$ cat src/rtl/multicycle_controller.sv
// multicycle_controller
// ---------------------
// Main control FSM for a multi-cycle RV32I core. Each instruction goes
// through FETCH, DECODE, EXEC, and then MEM and/or WB as its class needs.
// The FSM drives the ALU-op class, the register-file, PC, IR and data-memory
// strobes, and counts retired instructions.
//
// Both memories can insert wait states. FETCH holds until imem_ack arrives,
// and MEM holds until dmem_ack arrives. An unknown opcode sends the FSM to
// TRAP, where it stays until reset.
//
// Parameters
//   CNT_W         width of the retired-instruction counter (wraps)
//
// Ports
//   clk           system clock, rising edge
//   rst_n         asynchronous active-low reset
//   start         leave IDLE and begin fetching (sampled in IDLE)
//   opcode        instr[6:0] from the IR, valid from DECODE onward
//   branch_taken  branch-condition result from the datapath, valid in EXEC
//   imem_ack      instruction memory returns data this cycle
//   dmem_ack      data memory access completes this cycle
//   imem_req      instruction fetch request
//   ir_we         instruction register load
//   pc_we         PC write enable
//   pc_sel        PC source: 0 = PC+4, 1 = ALU target
//   alu_op        00 add (LW/SW/AUIPC), 01 branch, 10 R/I-type, 11 JAL/LUI
//   alu_src_b     ALU operand B: 0 = rs2, 1 = immediate
//   dmem_req      data memory request
//   dmem_we       1 = store, 0 = load (only meaningful with dmem_req)
//   reg_we        register-file write enable
//   wb_sel        write-back source: 00 ALU, 01 load data, 10 PC+4
//   busy          high in every state except IDLE and TRAP
//   halted        high in TRAP
//   retired       retired-instruction count
module multicycle_controller #(
  parameter int unsigned CNT_W = 32
) (
  input  logic             clk,
  input  logic             rst_n,
  input  logic             start,
  input  logic [6:0]       opcode,
  input  logic             branch_taken,
  input  logic             imem_ack,
  input  logic             dmem_ack,
  output logic             imem_req,
  output logic             ir_we,
  output logic             pc_we,
  output logic             pc_sel,
  output logic [1:0]       alu_op,
  output logic             alu_src_b,
  output logic             dmem_req,
  output logic             dmem_we,
  output logic             reg_we,
  output logic [1:0]       wb_sel,
  output logic             busy,
  output logic             halted,
  output logic [CNT_W-1:0] retired
);

  typedef enum logic [2:0] {
    S_IDLE,
    S_FETCH,
    S_DECODE,
    S_EXEC,
    S_MEM,
    S_WB,
    S_TRAP
  } state_t;

  // Opcode class. C_NONE marks an illegal opcode.
  typedef enum logic [3:0] {
    C_NONE,
    C_R,
    C_I,
    C_LOAD,
    C_STORE,
    C_BRANCH,
    C_JAL,
    C_LUI,
    C_AUIPC
  } class_t;

  state_t state;
  state_t state_next;
  class_t cls;      // class latched in DECODE
  class_t cls_dec;  // class decoded from the live opcode
  logic   retire;   // the current state is the instruction's last one and is exiting

  // Opcode classification
  always_comb begin
    cls_dec = C_NONE;
    case (opcode)
      7'b0110011: cls_dec = C_R;
      7'b0010011: cls_dec = C_I;
      7'b0000011: cls_dec = C_LOAD;
      7'b0100011: cls_dec = C_STORE;
      7'b1100011: cls_dec = C_BRANCH;
      7'b1101111: cls_dec = C_JAL;
      7'b0110111: cls_dec = C_LUI;
      7'b0010111: cls_dec = C_AUIPC;
      default:    cls_dec = C_NONE;
    endcase
  end

  // State register
  always_ff @(posedge clk or negedge rst_n) begin
    if (!rst_n) begin
      state <= S_IDLE;
    end else begin
      state <= state_next;
    end
  end

  // The class stays stable from EXEC until the instruction retires
  always_ff @(posedge clk or negedge rst_n) begin
    if (!rst_n) begin
      cls <= C_NONE;
    end else if (state == S_DECODE) begin
      cls <= cls_dec;
    end
  end

  // Next-state logic and retire detection
  always_comb begin
    state_next = state;
    retire     = 1'b0;
    case (state)
      S_IDLE: begin
        if (start) begin
          state_next = S_FETCH;
        end
      end
      S_FETCH: begin
        if (imem_ack) begin
          state_next = S_DECODE;
        end
      end
      S_DECODE: begin
        if (cls_dec == C_NONE) begin
          state_next = S_TRAP;
        end else begin
          state_next = S_EXEC;
        end
      end
      S_EXEC: begin
        case (cls)
          C_LOAD, C_STORE: state_next = S_MEM;
          C_BRANCH: begin
            // A branch finishes in EXEC. The PC update happens here.
            state_next = S_FETCH;
            retire     = 1'b1;
          end
          default: state_next = S_WB;
        endcase
      end
      S_MEM: begin
        if (dmem_ack) begin
          if (cls == C_STORE) begin
            state_next = S_FETCH;
            retire     = 1'b1;
          end else begin
            state_next = S_WB;
          end
        end
      end
      S_WB: begin
        state_next = S_FETCH;
        retire     = 1'b1;
      end
      S_TRAP: state_next = S_TRAP;
      default: state_next = S_IDLE;
    endcase
  end

  // Output decode. This is Moore on state and latched class. The only
  // exceptions are the FETCH IR/PC strobes, which are gated by imem_ack,
  // and the branch PC write, which is gated by branch_taken.
  always_comb begin
    imem_req  = 1'b0;
    ir_we     = 1'b0;
    pc_we     = 1'b0;
    pc_sel    = 1'b0;
    alu_op    = 2'b00;
    alu_src_b = 1'b0;
    dmem_req  = 1'b0;
    dmem_we   = 1'b0;
    reg_we    = 1'b0;
    wb_sel    = 2'b00;
    busy      = 1'b0;
    halted    = 1'b0;
    case (state)
      S_IDLE: begin
        busy = 1'b0;
      end
      S_FETCH: begin
        busy     = 1'b1;
        imem_req = 1'b1;
        ir_we    = imem_ack;
        pc_we    = imem_ack;
      end
      S_DECODE: begin
        busy = 1'b1;
      end
      S_EXEC: begin
        busy      = 1'b1;
        alu_src_b = 1'b1;
        case (cls)
          C_R: begin
            alu_op    = 2'b10;
            alu_src_b = 1'b0;
          end
          C_I: alu_op = 2'b10;
          C_BRANCH: begin
            alu_op    = 2'b01;
            alu_src_b = 1'b0;
            pc_sel    = 1'b1;
            pc_we     = branch_taken;
          end
          C_JAL: begin
            alu_op = 2'b11;
            pc_sel = 1'b1;
            pc_we  = 1'b1;
          end
          C_LUI:   alu_op = 2'b11;
          default: alu_op = 2'b00;
        endcase
      end
      S_MEM: begin
        busy     = 1'b1;
        dmem_req = 1'b1;
        dmem_we  = (cls == C_STORE);
      end
      S_WB: begin
        busy   = 1'b1;
        reg_we = 1'b1;
        case (cls)
          C_LOAD:  wb_sel = 2'b01;
          C_JAL:   wb_sel = 2'b10;
          default: wb_sel = 2'b00;
        endcase
      end
      S_TRAP: begin
        halted = 1'b1;
      end
      default: begin
        busy = 1'b0;
      end
    endcase
  end

  // Retired-instruction counter. It wraps naturally at CNT_W bits.
  always_ff @(posedge clk or negedge rst_n) begin
    if (!rst_n) begin
      retired <= '0;
    end else if (retire) begin
      retired <= retired + CNT_W'(1);
    end
  end

endmodule

$ cat config.mk
export PLATFORM = sky130hd
export DESIGN_NAME = multicycle_controller
export DESIGN_NICKNAME = d
export VERILOG_FILES = /design/src/rtl/multicycle_controller.sv
export SDC_FILE = /design/constraint.sdc
export NUM_CORES = 1
export LEC_CHECK = 0
export ABC_CLOCK_PERIOD_IN_PS = 1700
export BUFFER_PORTS_ARGS = -buffer_cell sky130_fd_sc_hd__buf_2
export CORE_MARGIN = 5
export CORE_UTILIZATION = 49
export DETAILED_ROUTE_END_ITERATION = 10
export GPL_TIMING_DRIVEN = 1
export HOLD_SLACK_MARGIN = 0.1
export PLACE_DENSITY = 0.8
export SLEW_MARGIN = 10
export SYNTH_ARGS = -nofsm -noshare
export SYNTH_HDL_FRONTEND = slang
export SYNTH_SLANG_ARGS = --single-unit
$ cat constraint.sdc
create_clock -name clk -period 1.7 [get_ports clk]
set_clock_uncertainty 0.1 [all_clocks]
set_input_delay 0.34 -clock clk [delete_from_list [all_inputs] [get_ports clk]]
set_output_delay 0.34 -clock clk [all_outputs]
set_load 0.05 [all_outputs]
==> results of run 1 <==
==> registers in the layout, indices dropped and copies added, names as in the netlist <==
| signal | flops |
|---|---|
| retired | 32 |
| cls | 4 |
| state | 3 |
==> synthesized netlist by cell type (2+ instances only) <==
cell type,n,area (um2)
a2111oi_2,19,285.3
a21oi_1,11,55.05
nor3_1,4,20.02
nand2_1,19,71.32
buf_2,7,35.03
nor2b_1,7,43.79
a211oi_1,6,45.04
nand4_1,5,31.28
o41ai_1,2,17.52
xor2_1,27,236.5
nand3_1,12,60.06
o21ai_0,6,30.03
xnor2_1,6,52.55
buf_6,3,33.78
nor2_1,6,22.52
clkbuf_1,4,15.01
and3_1,6,37.54
nand3b_1,3,22.52
a21boi_0,3,22.52
nor3b_1,3,22.52
dfrtp_1,39,975.9
o21bai_1,2,15.01
nand2b_1,2,12.51
and4_1,4,35.03
and2_1,2,12.51
inv_1,7,26.28
==> what timing repair did <==
action	in CTS	in global routing
pin swaps	11	17
buffers inserted	9	12
hold endpoints to repair	39	0
endpoints found under the setup margin	42	47
gates cloned	0	3
hold buffers	1	0
gates resized for setup	75	41
==> cells in the final DEF, fill, tap and decap left out, types with 3 or more instances in the layout <==
cell type and instances:
buf_12 7, and4_1 4, a211oi_2 4, a21oi_2 3
o21ai_0 5, nor2_1 3, a21oi_4 3, and3_1 3
nand2_1 15, clkbuf_8 7, dfrtp_2 21, buf_6 26
nand4_1 5, dfrtp_1 18, nor2b_4 3, nand3b_1 3
buf_4 36, nand2_4 3, nand3_1 11, a21oi_1 5
buf_2 44, xor2_1 27, a2111oi_4 19, nor2b_1 3
buf_8 7, inv_1 5, and3_4 4, xnor2_1 4
==> worst max-delay path by stage <==
stage | from | to | slack, ns | cells after the start
6_report | state[1]$_DFFE_PN0P_ | wb_sel[0] | -0.31 | 4
4_1_cts | cls[1]$_DFFE_PN0P_ | pc_we | -0.28 | 6
2_1_floorplan | retired[4]$_DFFE_PN0P_ | retired[25]$_DFFE_PN0P_ | -0.19 | 5
5_1_grt | cls[1]$_DFFE_PN0P_ | retired[19]$_DFFE_PN0P_ | -0.39 | 7
3_5_place_dp | cls[0]$_DFFE_PN0P_ | retired[27]$_DFFE_PN0P_ | -0.21 | 5
3_3_place_gp | cls[0]$_DFFE_PN0P_ | retired[21]$_DFFE_PN0P_ | -0.13 | 5
==> metal layers <==
| layer | vias up | wire (um) |
|---|---|---|
| met5 | - | 0 |
| met4 | 0 | 233 |
| met3 | 24 | 467 |
| li1 | 1097 | - |
| met2 | 97 | 4427 |
| met1 | 1241 | 3294 |
==> metrics by stage <==
stage | total power [W] | std cells | instance area [um2] | TNS [ns] | hold WS, ns
after floorplan | 0.002895 | 235 | 2679 | -3.957 | -0.05559
after global placement | 0.003463 | 385 | 3298 | -2.380 | 0.2225
after detailed placement | 0.003524 | 385 | 3298 | -3.962 | 0.2265
after CTS | 0.004710 | 403 | 3902 | -7.548 | 0.2040
after global routing | 0.005301 | 418 | 4212 | -12.67 | 0.2173
final | 0.005078 | 418 | 4212 | -9.569 | 0.2174
==> cells by family after synthesis <==
| logic type | Yosys count | synth area share |
|---|---|---|
| AND/OR/NAND/NOR | 82 | 0.2065 |
| AO/OA/AOI/OAI | 57 | 0.2233 |
| flip-flops | 39 | 0.3967 |
| XOR/XNOR | 33 | 0.1175 |
| buffers and inverters | 22 | 0.04628 |
| multiplexers | 1 | 0.004577 |
| adder cells (fa/ha/maj) | 1 | 0.005086 |
==> cell type report <==
cell class | count | area share
Multi-Input combinational cell | 174 | 0.4522
Clock buffer | 8 | 0.02377
Sequential cell | 39 | 0.2380
Timing Repair Buffer | 123 | 0.2585
Tap cell | 67 | 0.01990
Inverter | 7 | 0.007724
==> power breakdown <==
part	total (W)	leakage [nW]	switching, W	internal (W)
Combinational	0.00310	1.07	0.00177	0.00133
Sequential	0.00128	0.389	0.000195	0.00108
Clock	0.000700	0.0515	0.000330	0.000371
==> worst register-to-register path: stages, from the launching register on <==
cell and delay, ns:
dfrtp_1 0.42, buf_6 0.13, and2b_2 0.22, nand3b_1 0.16
buf_6 0.19, buf_12 0.16, a2111oi_4 0.37, xor2_1 0.19
==> results.md, run 1 <==
* Max Fclk at 0.4970 GHz
* Syn Area/Cell at 10.47 um2
* Worst Path Arrival at 1.57 ns
* Clk slew on worst S/H paths at 0.07 ns
* Starting Density at 0.5140
* Syn_nets at 249
* CP Class: reg -> out
* Die Span Y at 80.85 um
* Synth Instances at 235
* Htree depth at 2
* Final hold violations at 0
* Tcrit/Tclk final at 1.183
* Power Density at 1206 nW/um2
* Async SR Flop Fraction at 1.000
* HPWL reported at the end of detailed placement at 4.470 mm
* Final min period at 2.012 ns
* Detail Route Antenna Nets at 0
* Unrepaired setup endpoints after global routing: true
* Initial antenna violation count at 0
* Post-synthesis register bit count at 39
* Area growth syn-to-layout at 71.21%
* Failing checks: setup timing
* Hold Crit Start: opcode[3]
* GRT met2 Usage at 0.4195
* Finished Core Util at 0.8800
* CTS tree: built
* Final slew viol count at 0
* WHS Endpoint: cls[3]$_DFFE_PN0P_
* Via count at 2,459
* Critical Path Start Type: flip-flop
* Core ar. at 4786 um2
* Pin count of the biggest net entering global routing at 40
* Crit-path max FO at 5
* CP endpoint kind: primary output
* Grt ovf at 0
* Port Buffers at 58
* # clock sinks at 39
* Slowest CP cell: dfrtp_2
* Max-cap violations at 0
* Pre-CTS setup slack at -0.2110 ns
* Global router's overall resource usage at 0.2322
* Register Area at 1002 um2
* Buffers & Inverters on Critical Path at 1
* # IOs at 59
* Wire length per cell at 20.15 um
* DRC Markers at 0
* Max Root-Sink Buffers at 2
* M1 GR Usage at 0.2667
* M3 GR Usage at 0.05987
* # setup viols final at 45
* Dominant synthesized flop cell: dfrtp_1
* Layout cell share with drive strength beyond 1 at 0.6239
* Vias per inst at 5.883
* Clk root buf: clkbuf_8
* Number of synthesized flops with an enable pin at 0
* # fillers at 203
* RD Place Congestion at 0.8735
* GRT busiest layer: met2
* CP delay by family, top: simple AND/OR/NAND/NOR gates
* Cell area after synthesis at 2460 um2
* Hold WC Path Type: in -> reg
* WHS Path Cells at 2
* Peak supply drop at 1314 uV
* DR pass1 iterations at 4
* Number of core rows at 25
* Reg-to-reg endpoint: retired[19]$_DFFE_PN0P_
* WL final at 8.422 mm
* Relative slew slack at 0.6017
* Sequential share of the synthesized area at 0.3967
* Static leakage at 1.513 nW
* Die footprint at 6537 um2
* CTS buffer count at 5
* Status: finished, violations left
* ANT cells at 0
* CP cell instances: and3b_4, nand2_4, nor3b_4, buf_6
* # nets final at 364
* Post-route setup slack at -0.3119 ns
* Die span in x at 80.85 um
* Cell variety after synth at 46
* Multi-input gate area at 1904 um2
* Ys Warns at 0
* Drt initial violations at 145
* Crit Reg-Reg Startpoint: cls[1]$_DFFE_PN0P_
* R2R depth at 7
* Actual transition at the worst max-transition pin at 0.5960 ns
* Worst path max stage delay at 0.43 ns
* R2r setup slk at -0.31 ns
* Vias in the first global route at 2,432
* Worst EP required at 1.26 ns
* First-pass GRT wire length at 11.78 mm
* Clk_lat worst skew at 0.30 ns
Note: power is estimated with default switching activity, not from simulation.
==> run 2, diff against run 1 <==
--- a/config.mk
+++ b/config.mk
@@ -8,11 +8,12 @@
 export ABC_CLOCK_PERIOD_IN_PS = 1700
 export BUFFER_PORTS_ARGS = -buffer_cell sky130_fd_sc_hd__buf_2
 export CORE_MARGIN = 5
-export CORE_UTILIZATION = 49
+export CORE_UTILIZATION = 50
+export CTS_BUF_LIST = sky130_fd_sc_hd__clkbuf_8
 export DETAILED_ROUTE_END_ITERATION = 10
 export GPL_TIMING_DRIVEN = 1
 export HOLD_SLACK_MARGIN = 0.1
-export PLACE_DENSITY = 0.8
+export PLACE_DENSITY = 0.81
 export SLEW_MARGIN = 10
 export SYNTH_ARGS = -nofsm -noshare
 export SYNTH_HDL_FRONTEND = slang
==> constraint.sdc (replaced) <==
create_clock -name clk -period 1.7 [get_ports clk]
set_clock_uncertainty 0.1 [all_clocks]
set_input_delay 0.255 -clock clk [delete_from_list [all_inputs] [get_ports clk]]
set_output_delay 0.255 -clock clk [all_outputs]
set_load 0.05 [all_outputs]
==> run 2 against run 1 <==
  * The flow still finishes with violations (setup timing)
  * Critical endpoint is now retired[28]$_DFFE_PN0P_
  * Critical path type is now reg -> reg
  * Die area decreased by 1.7%
  * Combinational power about the same
  * Core utilization decreased by 2.2 points
==> results.md, run 2 (same netlist as run 1, synthesis figures left out) <==
* Slowest CP cell: a2111oi_4
* Max-cap violations at 0 (unchanged)
* Static leakage at 1.444 nW (-4.6%)
* Detail Route Antenna Nets at 0 (unchanged)
* Failing checks: setup timing
* Via count at 2,409 (-2.0%)
* Final slew viol count at 0 (unchanged)
* WL final at 8.733 mm (+3.7%)
* CP Class: reg -> reg
* Clk slew on worst S/H paths at 0.09 ns (+0.02 ns)
* Wire length per cell at 21.30 um (+5.7%)
* Hold WC Path Type: in -> reg
* Crit Reg-Reg Startpoint: retired[0]$_DFFE_PN0P_
* Global router's overall resource usage at 0.2626 (+0.03042)
* Most frequent cells in the layout: buf_2, buf_4, xor2_1, buf_6, dfrtp_1
* WHS Path Cells at 2 (unchanged)
* Largest registers: retired x32, cls x4, state x3
* Die Span Y at 80.14 um (-0.88%)
* Clk_lat worst skew at 0.30 ns (about the same)
* Unrepaired setup endpoints after global routing: true
* # nets final at 356 (-2.2%)
* Max Root-Sink Buffers at 2 (unchanged)
* Peak supply drop at 1239 uV (-5.7%)
* Area growth syn-to-layout at 65.77%
* First-pass GRT wire length at 13.06 mm (+11%)
* CP endpoint kind: flip-flop
* Largest register FFs at 32 (unchanged)
* Relative slew slack at 0.5871 (-0.01462)
* Crit-path max FO at 4 (-1)
* Die span in x at 80.14 um (-0.88%)
* PnR Total Power at 0.005334 W (+5.1%)
* Worst path max stage delay at 0.51 ns (+0.08 ns)
* Critical Path Start Type: flip-flop
* # setup viols final at 45 (unchanged)
* Port Buffers at 58 (unchanged)
* Status: finished, violations left
* Starting Density at 0.5174 (+0.003381)
* Htree depth at 2 (unchanged)
* # fillers at 237 (+17%)
* Worst EP required at 1.81 ns (+0.55 ns)
* RD Place Congestion at 0.8682 (-0.61%)
* Buffers & Inverters on Critical Path at 0 (-1)
* Power Density at 1308 nW/um2 (+8.5%)
* Actual transition at the worst max-transition pin at 0.6179 ns (+0.02188 ns)
* Worst Path Arrival at 2.21 ns (+0.64 ns)
* CP cell instances: ha_4, nand3_4, nand4b_1, a2111oi_4, xor2_1
* Initial antenna violation count at 0 (unchanged)
* Pin count of the biggest net entering global routing at 32 (-20%)
* HPWL reported at the end of detailed placement at 4.705 mm (+5.3%)
* Number of core rows at 25 (unchanged)
* R2r setup slk at -0.40 ns (-0.09 ns)
* R2R depth at 5 (-2)
* Core ar. at 4755 um2 (-0.65%)
* DR pass1 iterations at 4 (unchanged)
* Hold Crit Start: opcode[3]
* Most common cell after layout, fill and taps aside: buf_2
* Reg-to-reg endpoint: retired[28]$_DFFE_PN0P_
* Tcrit/Tclk final at 1.238 (+0.05418)
* # clock sinks at 39 (unchanged)
* Layout cell share with drive strength beyond 1 at 0.6035 (-0.02043)
* Final hold violations at 0 (unchanged)
* Fin Setup TNS at -8.065 ns (+1.504 ns)
* Largest Register: retired
* Grt ovf at 0 (unchanged)
* CTS tree: built
* WHS Endpoint: cls[3]$_DFFE_PN0P_
* Vias in the first global route at 2,602 (+7.0%)
* CP delay by family, top: simple AND/OR/NAND/NOR gates
* Drt initial violations at 209 (+44%)
* DRC Markers at 0 (unchanged)
* Clk root buf: clkbuf_8
* Max Fclk at 0.4753 GHz (-4.4%)
* Post-route setup slack at -0.4040 ns (-0.09210 ns)
* # IOs at 59 (unchanged)
* CTS buffer count at 5 (unchanged)
* ANT cells at 0 (unchanged)
* Vias per inst at 5.876 (-0.12%)
* Final min period at 2.104 ns (+0.09210 ns)
* Die footprint at 6422 um2 (-1.7%)
==> run 2: changes by cell type in the layout (fill, tap and decap cells not counted), sizes merged <==
cell,previous run,this run
buf,120,113
clkbuf,10,6
bufinv,0,2
clkinvlp,1,2
==> run 2: per-layer routing <==
metal / vias up / track usage / wire length, um
li1: 1077 / - / -
met1: 1203 / 0.2958 / 3267
met2: 108 / 0.4851 / 4681
met3: 21 / 0.05493 / 557
met4: 0 / 0.09122 / 226
met5: - / 0 / 0
==> run 2: per-stage QoR <==
step                        util  hold slack [ns]  area, um2  setup slack [ns]  instances
after floorplan                -          -0.1406       2683           -0.1881        235
after global placement    0.6932          0.09178       3296           -0.1103        387
after detailed placement  0.6932          0.09856       3296           -0.2219        387
after CTS                 0.8358           0.1028       3974           -0.2516        408
after global routing      0.8576           0.1364       4078           -0.4323        410
final                     0.8576           0.1383       4078           -0.4040        410
==> run 2: worst max-delay path by stage <==
stage | startpoint | to | slack, ns | cells past startpoint
6_report | retired[0]$_DFFE_PN0P_ | retired[28]$_DFFE_PN0P_ | -0.40 | 5
5_1_grt | retired[0]$_DFFE_PN0P_ | retired[28]$_DFFE_PN0P_ | -0.43 | 5
4_1_cts | cls[0]$_DFFE_PN0P_ | pc_we | -0.25 | 6
3_5_place_dp | cls[1]$_DFFE_PN0P_ | retired[18]$_DFFE_PN0P_ | -0.22 | 5
3_3_place_gp | cls[1]$_DFFE_PN0P_ | retired[11]$_DFFE_PN0P_ | -0.11 | 5
2_1_floorplan | retired[4]$_DFFE_PN0P_ | retired[25]$_DFFE_PN0P_ | -0.19 | 5
==> run 2: report_power, final <==
part	switching (W)	leakage [nW]	internal, W	total, W
clock network	0.000363	0.0644	0.000586	0.000949
registers	0.000199	0.392	0.00108	0.00128
logic	0.00178	0.987	0.00132	0.00311
==> run 2: what timing repair did <==
| item | 4_1_cts | 5_1_grt |
|---|---|---|
| endpoints found under the hold margin | 16 | 0 |
| pin swaps | 31 | 16 |
| hold buffers | 1 | 0 |
| gates resized for setup | 87 | 20 |
| endpoints found under the setup margin | 41 | 49 |
| gates cloned | 1 | 0 |
| buffers inserted | 11 | 5 |
==> run 2: cell type report <==
| cell class | count | area [um2] | share of cell area |
|---|---|---|---|
| Clock buffer | 5 | 68.82 | 0.01688 |
| Multi-Input combinational cell | 174 | 1867 | 0.4578 |
| Clock inverter | 3 | 67.56 | 0.01657 |
| Timing Repair Buffer | 115 | 959.7 | 0.2353 |
| Tap cell | 67 | 83.83 | 0.02056 |
| Sequential cell | 39 | 998.5 | 0.2449 |
| Inverter | 7 | 32.53 | 0.007978 |
==> run 2: worst register-to-register path, delay by kind of cell (launching register included) <==
family                   cells  cell delay (ns)
flip-flops                   1             0.42
AND/OR/NAND/NOR              2             0.57
XOR/XNOR                     1             0.24
adder cells (fa/ha/maj)      1             0.17
AO/OA/AOI/OAI                1             0.52
==> run 3, diff against run 2 <==
--- a/config.mk
+++ b/config.mk
@@ -13,7 +13,7 @@
 export DETAILED_ROUTE_END_ITERATION = 10
 export GPL_TIMING_DRIVEN = 1
 export HOLD_SLACK_MARGIN = 0.1
-export PLACE_DENSITY = 0.81
+export PLACE_DENSITY = 0.88
 export SLEW_MARGIN = 10
 export SYNTH_ARGS = -nofsm -noshare
 export SYNTH_HDL_FRONTEND = slang
==> run 3 against run 2 <==
  * The run still ends with setup timing left
  * Sequential cell count is the same
  * Cell count grew 0.98%
  * Sequential share of layout area grew 0.30 points
  * Critical path depth is the same
  * Non-clock buffer count is 4 higher
  * Sequential power hardly changed
  * Via count grew 3.1%
  * Combinational power is 2% lower
  * Count of clock-buffer cells in the layout increased by 1
  * Power down 6.6%
  * Largest cell class unchanged
  * Highest routed layer unchanged
==> results.md, run 3 (same netlist as run 1, synthesis figures left out) <==
* Status: finished, violations left
* Failing checks: setup timing
* Peak supply drop at 1248 uV (+0.74%)
* WHS Endpoint: cls[3]$_DFFE_PN0P_
* CP Depth at 5 (unchanged)
* Critical Path Start Type: flip-flop
* Buffers & Inverters on Critical Path at 0 (unchanged)
* HPWL reported at the end of detailed placement at 4.579 mm (-2.7%)
* Final slew viol count at 0 (unchanged)
* ANT cells at 0 (unchanged)
* Clock network power share at 0.131 (-0.047)
* Worst EP required at 1.82 ns (about the same)
* Die Span Y at 80.14 um (unchanged)
* Hold_ws at 0.1480 ns (+0.009729 ns)
* Die span in x at 80.14 um (unchanged)
* # fillers at 254 (+7.2%)
* Area growth syn-to-layout at 63.99%
* # clock sinks at 39 (unchanged)
* CP Class: reg -> reg
* Starting Density at 0.5174 (unchanged)
* Clk slew on worst S/H paths at 0.08 ns (about the same)
* Fin Setup TNS at -7.966 ns (+0.09861 ns)
* Register Area at 999.7 um2 (+0.13%)
* Core ar. at 4755 um2 (unchanged)
* Hold Crit Start: opcode[3]
* Largest Register: retired
* Tcrit/Tclk final at 1.167 (-0.07073)
* First-pass GRT wire length at 11.84 mm (-9.3%)
* Unrepaired setup endpoints after global routing: true
* R2r setup slk at -0.28 ns (+0.12 ns)
* Worst path max stage delay at 0.49 ns (-0.02 ns)
* Global router's overall resource usage at 0.2369 (-0.02572)
* Grt ovf at 0 (unchanged)
* Internal power at 0.002705 W (-9.4%)
* Most common cell after layout, fill and taps aside: buf_2
* Max Root-Sink Buffers at 2 (unchanged)
* Power Density at 1235 nW/um2 (-5.6%)
* DR pass1 iterations at 5 (+1)
* Die footprint at 6422 um2 (unchanged)
* Slowest CP cell: a2111oi_4
* Comb pwr share at 0.613 (+0.030)
* Number of core rows at 25 (unchanged)
* Actual transition at the worst max-transition pin at 0.5106 ns (-0.1073 ns)
* Crit-path max FO at 4 (unchanged)
* # setup viols final at 45 (unchanged)
* Layout cell share with drive strength beyond 1 at 0.6110 (+0.007452)
* Final min period at 1.984 ns (-0.1202 ns)
* Final hold violations at 0 (unchanged)
* NetSw at 0.002275 W (-3.0%)
* Static leakage at 1.489 nW (+3.1%)
* CP cell instances: ha_4, nand3_4, nand4b_1, a2111oi_4, xor2_1
* Max-cap violations at 0 (unchanged)
* Vias per inst at 6.000 (+2.1%)
* Htree depth at 2 (unchanged)
* # nets final at 360 (+1.1%)
* CTS buffer count at 5 (unchanged)
* Wire length per cell at 20.72 um (-2.7%)
* Vias in the first global route at 2,390 (-8.1%)
* Reg power frac at 0.257 (+0.017)
* Most frequent cells in the layout: buf_2, buf_4, xor2_1, buf_6, dfrtp_1
* DRC Markers at 0 (unchanged)
* Crit Reg-Reg Startpoint: retired[0]$_DFFE_PN0P_
* Hold WC Path Type: in -> reg
* Worst Path Arrival at 2.11 ns (-0.10 ns)
* Detail Route Antenna Nets at 0 (unchanged)
* WL final at 8.579 mm (-1.8%)
* Initial antenna violation count at 0 (unchanged)
* WHS Path Cells at 2 (unchanged)
* Pre-CTS setup slack at -0.2707 ns (-0.04875 ns)
* Post-route setup slack at -0.2838 ns (+0.1202 ns)
* Finished Core Util at 0.8484 (-0.009211)
* Port Buffers at 58 (unchanged)
* CP endpoint kind: flip-flop
* Clk_lat worst skew at 0.30 ns (about the same)
* Relative slew slack at 0.6588 (+0.07171)
* Max Fclk at 0.5041 GHz (+6.1%)
* Multi-input gate area at 1793 um2 (-4.0%)
* Pin count of the biggest net entering global routing at 40 (+25%)
* Reg-to-reg endpoint: retired[28]$_DFFE_PN0P_
* Largest register FFs at 32 (unchanged)
* RD Place Congestion at 0.9121 (+5.1%)
* Via count at 2,484 (+3.1%)
* R2R depth at 5 (unchanged)
* CTS tree: built
* Largest registers: retired x32, cls x4, state x3
* CP delay by family, top: simple AND/OR/NAND/NOR gates
* Sw Ratio at 0.4568 (+0.01689)
* Drt initial violations at 147 (-30%)
* # IOs at 59 (unchanged)
* Clk root buf: clkbuf_8
-- run 3: cell count changes in the layout (fill, tap and decap cells not counted), sizes merged --
cell,change
clkinv,+1
buf,+2
clkinvlp,-1
inv,+1
clkbuf,+3
bufinv,-2
-- run 3: through the flow --
stage	std cells	power [W]	cell area, um2
2_1_floorplan	235	0.002896	2683
3_3_place_gp	382	0.003385	3246
3_5_place_dp	382	0.003434	3246
4_1_cts	398	0.004472	3659
5_1_grt	414	0.005206	4034
6_report	414	0.004981	4034
-- run 3: area by class of cell --
type | instances | share of cell area
clock buffers | 6 | 0.02047
clock inverters | 2 | 0.002171
inverters | 7 | 0.008685
multi-input cells | 174 | 0.4445
flip-flops and latches | 39 | 0.2478
well taps | 67 | 0.02078
repair buffers | 119 | 0.2556
-- run 3: worst max-delay path by stage --
stage | slack [ns] | startpoint | end
after floorplan | -0.19 | retired[4]$_DFFE_PN0P_ | retired[25]$_DFFE_PN0P_
after global placement | -0.12 | cls[1]$_DFFE_PN0P_ | retired[18]$_DFFE_PN0P_
after detailed placement | -0.27 | cls[1]$_DFFE_PN0P_ | retired[28]$_DFFE_PN0P_
after CTS | -0.24 | cls[1]$_DFFE_PN0P_ | pc_we
after global routing | -0.32 | cls[3]$_DFFE_PN0P_ | retired[23]$_DFFE_PN0P_
final | -0.28 | retired[0]$_DFFE_PN0P_ | retired[28]$_DFFE_PN0P_
-- run 3: power groups by stage --
stage | clock network (W) | logic, W | registers, W
final | 0.000651 | 0.00305 | 0.00128
after global routing | 0.000694 | 0.00321 | 0.00130
after global placement | 0 | 0.00212 | 0.00126
after floorplan | 0 | 0.00140 | 0.00149
after detailed placement | 0 | 0.00216 | 0.00127
after CTS | 0.000645 | 0.00256 | 0.00127
-- run 3: layer usage --
metal | part of all wire | global-route usage | vias up
met5 | 0 | 0 | -
met3 | 0.064 | 0.05830 | 29
met1 | 0.36 | 0.2671 | 1226
met4 | 0.033 | 0.1030 | 0
met2 | 0.54 | 0.4205 | 131
li1 | - | - | 1098
-- run 3: repair_timing --
item,CTS,global route
setup endpoints to repair,45,50
cloned,0,4
gates resized for setup,60,41
pin swaps,6,16
hold buffers,1,0
buffers inserted,8,13
endpoints found under the hold margin,39,0
